File: src/rtl/key_pkg.sv
// Shared timing defaults (50 MHz clock) and counter sizing for the front-panel key debouncer.
package key_pkg;

  localparam int KEY_WIPE_20MS    = 1000000;
  localparam int KEY_LONG_1S      = 50000000;
  localparam int KEY_REPEAT_200MS = 10000000;

  // Width of a counter that must hold 0 .. depth-1; never narrower than one bit.
  function automatic int cnt_width(input int depth);
    return (depth <= 32'sd2) ? 32'sd1 : $clog2(depth);
  endfunction

endpackage

File: src/rtl/key_debounce_chan.sv
// One key channel: two-flop synchroniser, stability filter, hold timer and pulse outputs.
// Optional auto-repeat counter is built only when KEY_REPEAT_EN is defined.
module key_debounce_chan
  import key_pkg::*;
#(
  parameter int WIPE_TIME   = KEY_WIPE_20MS,
  parameter int LONG_TIME   = KEY_LONG_1S,
  parameter int REPEAT_TIME = KEY_REPEAT_200MS,
  parameter bit ACTIVE_LOW  = 1'b1
) (
  input  logic clk,
  input  logic rst,
  input  logic key_i,
  output logic level_o,
  output logic press_o,
  output logic release_o,
  output logic long_o,
  output logic repeat_o
);

  localparam int WW = cnt_width(WIPE_TIME);
  localparam int LW = cnt_width(LONG_TIME);
  localparam logic [WW-1:0] WIPE_MAX = WW'(WIPE_TIME - 1);
  localparam logic [LW-1:0] LONG_MAX = LW'(LONG_TIME - 1);
  localparam logic [LW-1:0] LONG_PRE = LW'(LONG_TIME - 2);

  logic          s1_q, s2_q, s3_q;
  logic [WW-1:0] cnt_q, cnt_d;
  logic [LW-1:0] hold_q, hold_d;
  logic          level_q, level_d;
  logic          press_q, press_d;
  logic          release_q, release_d;
  logic          long_q, long_d;
  logic          n_s, stable_s, accept_s;

  // Stability filter, accept decision and hold timer next-state.
  always_comb begin
    n_s      = key_i ^ ACTIVE_LOW;
    stable_s = (s2_q == s3_q);
    if (!stable_s) begin
      cnt_d = '0;
    end else if (cnt_q != WIPE_MAX) begin
      cnt_d = cnt_q + 1'b1;
    end else begin
      cnt_d = cnt_q;
    end
    // A saturated count only proves stability while s2 still equals its history.
    accept_s  = stable_s && (cnt_q == WIPE_MAX) && (s2_q != level_q);
    level_d   = accept_s ? s2_q : level_q;
    press_d   = accept_s & s2_q;
    release_d = accept_s & ~s2_q;
    if (!level_q) begin
      hold_d = '0;
    end else if (hold_q != LONG_MAX) begin
      hold_d = hold_q + 1'b1;
    end else begin
      hold_d = hold_q;
    end
    long_d = level_q && (hold_q == LONG_PRE);
  end

  // Channel state registers.
  always_ff @(posedge clk or posedge rst) begin
    if (rst) begin
      s1_q      <= 1'b0;
      s2_q      <= 1'b0;
      s3_q      <= 1'b0;
      cnt_q     <= '0;
      hold_q    <= '0;
      level_q   <= 1'b0;
      press_q   <= 1'b0;
      release_q <= 1'b0;
      long_q    <= 1'b0;
    end else begin
      s1_q      <= n_s;
      s2_q      <= s1_q;
      s3_q      <= s2_q;
      cnt_q     <= cnt_d;
      hold_q    <= hold_d;
      level_q   <= level_d;
      press_q   <= press_d;
      release_q <= release_d;
      long_q    <= long_d;
    end
  end

  assign level_o   = level_q;
  assign press_o   = press_q;
  assign release_o = release_q;
  assign long_o    = long_q;

`ifdef KEY_REPEAT_EN
  localparam int RW = cnt_width(REPEAT_TIME);
  localparam logic [RW-1:0] REP_MAX = RW'(REPEAT_TIME - 1);

  logic [RW-1:0] rep_q, rep_d;
  logic          repeat_q, repeat_d;
  logic          armed_s;

  // Repeat timer runs only once the hold timer has saturated (key_long already fired).
  always_comb begin
    armed_s = level_q && (hold_q == LONG_MAX);
    if (!armed_s) begin
      rep_d = '0;
    end else if (rep_q == REP_MAX) begin
      rep_d = '0;
    end else begin
      rep_d = rep_q + 1'b1;
    end
    repeat_d = armed_s && (rep_q == REP_MAX);
  end

  // Repeat state registers.
  always_ff @(posedge clk or posedge rst) begin
    if (rst) begin
      rep_q    <= '0;
      repeat_q <= 1'b0;
    end else begin
      rep_q    <= rep_d;
      repeat_q <= repeat_d;
    end
  end

  assign repeat_o = repeat_q;
`else
  assign repeat_o = 1'b0;
`endif

endmodule

File: src/rtl/multi_key_debounce.sv
// N-channel key debouncer for the clock-calendar front panel; channels are fully independent.
// Define KEY_REPEAT_EN to enable the per-channel auto-repeat pulse.
module multi_key_debounce
  import key_pkg::*;
#(
  parameter int N_KEYS      = 4,
  parameter int WIPE_TIME   = KEY_WIPE_20MS,
  parameter int LONG_TIME   = KEY_LONG_1S,
  parameter int REPEAT_TIME = KEY_REPEAT_200MS,
  parameter bit ACTIVE_LOW  = 1'b1
) (
  input  logic              clk,
  input  logic              rst,
  input  logic [N_KEYS-1:0] key_in,
  output logic [N_KEYS-1:0] key_level,
  output logic [N_KEYS-1:0] key_press,
  output logic [N_KEYS-1:0] key_release,
  output logic [N_KEYS-1:0] key_long,
  output logic [N_KEYS-1:0] key_repeat
);

  for (genvar i = 0; i < N_KEYS; i++) begin : g_chan
    key_debounce_chan #(
      .WIPE_TIME  (WIPE_TIME),
      .LONG_TIME  (LONG_TIME),
      .REPEAT_TIME(REPEAT_TIME),
      .ACTIVE_LOW (ACTIVE_LOW)
    ) u_chan (
      .clk      (clk),
      .rst      (rst),
      .key_i    (key_in[i]),
      .level_o  (key_level[i]),
      .press_o  (key_press[i]),
      .release_o(key_release[i]),
      .long_o   (key_long[i]),
      .repeat_o (key_repeat[i])
    );
  end

endmodule

File: config.mk
export PLATFORM = sky130hd
export DESIGN_NAME = multi_key_debounce
export DESIGN_NICKNAME = d
export VERILOG_FILES = /design/src/rtl/key_pkg.sv /design/src/rtl/key_debounce_chan.sv /design/src/rtl/multi_key_debounce.sv
export SDC_FILE = /design/constraint.sdc
export NUM_CORES = 1
export LEC_CHECK = 0
export ABC_AREA = 1
export CAP_MARGIN = 5
export CORE_MARGIN = 4
export CORE_UTILIZATION = 63
export CTS_BUF_LIST = sky130_fd_sc_hd__clkbuf_4
export CTS_CLUSTER_DIAMETER = 60
export CTS_CLUSTER_SIZE = 10
export DETAILED_ROUTE_END_ITERATION = 12
export PLACE_DENSITY = 0.87
export SETUP_SLACK_MARGIN = 0.1
export SLEW_MARGIN = 20
export SYNTH_ARGS = -nofsm -noshare
export SYNTH_HDL_FRONTEND = slang
export SYNTH_SLANG_ARGS = --single-unit
File: constraint.sdc
create_clock -name clk -period 18.57 [get_ports clk]
set_input_delay 4.6425 -clock clk [delete_from_list [all_inputs] [get_ports clk]]
set_output_delay 4.6425 -clock clk [all_outputs]
set_load 0.03 [all_outputs]
==> results.toml <==
[power]
p_leak_nw = 5.70
p_per_area_nw_per_um2 = 54.7
vdd_drop_max_v = 0.0000435

[critical_path]
startpoint_type = "register"
path_max_fanout = 25
worstSetupPathType = "reg -> out"
timing.critical_path.buf_inv = 1
setup.worst_path.end_class = "primary output"
reg2reg_from = "g_chan[1].u_chan.s3_q"
arrival_ns = 2.35
critPathMaxStageDelay_ns = 0.89
cpMaxStageDelayCell = "dfrtp_1"
cp_top_family = "flip-flops"
setup.worst_path.start = "g_chan[2].u_chan.level_o"
worstSetupPathDepth = 1
critPathRequiredTime_ns = 13.93
path_cells = "clkdlybuf4s50_1"
r2r_cells = 6

[yosys]
synth_area_leaders = "dfrtp_1 43%, nand2_1 17%, nor2_1 12%"
synth_seq_area_share_pct = 42.6
avgSynthCellArea_sq_um = 6.86
yosysWarnings = 0
yosysTopAreaCell = "dfrtp_1"
netlist-cell-type-count = 35
synthCells = 1814
synth_flop_cell = "dfrtp_1"
async_reset_ff_share_pct = 100
synth_area_sq_um = 12400
synth_top_area_share_pct = 42.6
ys_ff_latch = 212
synth-edff-count = 0

[final_layout]
design_area_sq_um = 13000
fin_util_pct = 66.8
fin_nets = 1848
syn_to_final_growth_pct = 4.55
stdcell_count = 2097
drive_gt1_share_pct = 6.39

[die]
die_h_um = 149
rows = 51
initial_utilization_pct = 63.9
io_pins = 26
die_w_um = 149
die_area_sq_um = 22100
core-area_sq_um = 19500

[clock_tree]
cts_hold_buf = 0
clk_pin_slew_ns = 0.11
cts_tree = "yes"
clock_latency_ns = 0.66
postCtsSetupBuffers = 0
cts.sink_count = 212
ctsResizeCount = 0
cts_root_buf = "clkbuf_4"
h-tree-depth = 1
cts_max_path_buffers = 3
cts_buffers = 25

[global_route]
grt_pass1_vias = 10500
grt_pass1_wl_mm = 45.4
grt_max_degree = 130
track_usage_pct = 24.0
antenna_found_initial = 2
grt-ovfl-total = 0

[timing]
worst_slew_pin_slew_ns = 0.850
finalCritPeriodShare_pct = 37.7
setup_ws_ns = 11.57
hold_viol = 0
setup_violations = 0
clock-skew-final_ns = 0.0223
slew_viol_final = 0
rsz0062_at_grt = "no"
period_needed_ns = 7.00
relSlewSlack_pct = 43.4
fin_tns_setup_ns = 0
fmax_ghz = 0.143

[drt]
drtPass1Iterations = 7
drc = 0
drtIter0Drc = 763
vias_per_cell = 5.35
drt-wirelength-per-cell_um = 12.3
dr_total_vias = 11200
drt_wl_total_mm = 25.9
final_antenna_net_count = 0

[place]
dp_slack_ns = 11.64
dp_hpwl_mm = 19.0
dpl_cell_area_sq_um = 12800
port_buffers = 21
globalplace.congestion = 0.918
dp_cells = 2068

[run_status]
status = "completed"

[worst_hold_path]
hold_class = "reg -> reg"
min_path_cells = 0
hp-start = "g_chan[2].u_chan.s1_q"

[flow_run]
maxCapViolCount = 0
-- worst paths after layout --
check | end | slack [ns]
worst min register to register | g_chan[2].u_chan.s2_q | 0.37
min in group asynchronous | g_chan[2].u_chan.press_o | 4.57
max in group asynchronous | g_chan[1].u_chan.hold_q[2] | 12.77
worst min-delay path | g_chan[2].u_chan.s2_q | 0.37
worst max register to register | g_chan[1].u_chan.cnt_q[6] | 16.78
worst max-delay path | key_level[2] | 11.57
-- power breakdown --
group	switching, W	leakage, nW	internal, W
clock network	0.000148	0.128	0.0000674
registers	0.00000369	2.93	0.000465
logic	0.0000202	2.65	0.00000622
-- cell families (layout without fill, tap and decap cells) --
group / after synthesis / after routing / share of synthesized area (%)
AOI/OAI and AO/OA: 82 / 82 / 3.45
xor gates and xnor gates: 22 / 22 / 1.61
and+or+nand+nor: 1261 / 1261 / 43.6
DFF: 212 / 212 / 42.6
adders and majority gates: 12 / 12 / 1.21
other: 1 / 5 / 0.0301
buffers and inverters: 224 / 238 / 7.47
-- per-layer routing --
layer | GRT usage (%) | up-vias | wire, um
met1 | 31.5 | 5218 | 11500
met3 | 3.41 | 56 | 1140
li1 | - | 5685 | -
met4 | 7.34 | 2 | 623
met5 | 0 | - | 17
met2 | 41.6 | 257 | 12500
-- registers in the layout (all words and copies together), names as in the netlist --
name	flops
g_chan.u_chan.cnt_q	80
g_chan.u_chan.hold_q	104
g_chan.u_chan.level_o	4
g_chan.u_chan.long_o	4
g_chan.u_chan.press_o	4
g_chan.u_chan.release_o	4
g_chan.u_chan.s1_q	4
g_chan.u_chan.s2_q	4
g_chan.u_chan.s3_q	4
-- cells in the final DEF (no fill, tap or decap), types with 11 or more instances in the layout --
cell type,instances
a21oi_1,39
clkbuf_4,27
clkdlybuf4s50_1,21
dfrtp_1,212
ha_1,12
inv_1,182
nand2_1,567
nand3_1,137
nand3_2,11
nand4_1,43
nor2_1,387
nor2_2,19
nor2_4,14
nor3_1,33
o21ai_0,35
or2_2,27
xor2_1,13
-- final cells by class --
class / instances / area (sq um)
Antenna cell: 1 / 2.50
Clock buffer: 27 / 203
Clock inverter: 1 / 8.76
Fill cell: 1720 / 6460
Inverter: 187 / 709
Multi-Input combinational cell: 1381 / 6220
Sequential cell: 212 / 5310
Tap cell: 265 / 332
Timing Repair Buffer: 23 / 229
-- synthesized netlist by cell type, types with 2 or more instances --
library cell  number
nor3_1            33
clkbuf_1           7
and2_1             5
o21ai_0           35
nand3_1          137
nand4_1           43
nand3_2           11
a21oi_1           39
o21a_1             2
o21bai_1           3
dfrtp_1          212
inv_2              4
xor2_1            13
or2_2             27
xnor2_1            8
nor2_4            14
nand3b_1           3
nand2_2            9
nor3b_1            3
buf_2              8
nor2_1           387
nand2_1          567
inv_1            183
nor2_2            19
ha_1              12
buf_4             21
-- per-stage QoR --
| step | total power (W) | hold WS [ns] |
|---|---|---|
| 2_1_floorplan | 0.000498 | 0.331 |
| 3_3_place_gp | 0.000504 | 0.334 |
| 3_5_place_dp | 0.000505 | 0.336 |
| 4_1_cts | 0.000720 | 0.363 |
| 5_1_grt | 0.000742 | 0.392 |
| 6_report | 0.000711 | 0.367 |
Note: power is estimated with default switching activity, not from simulation.
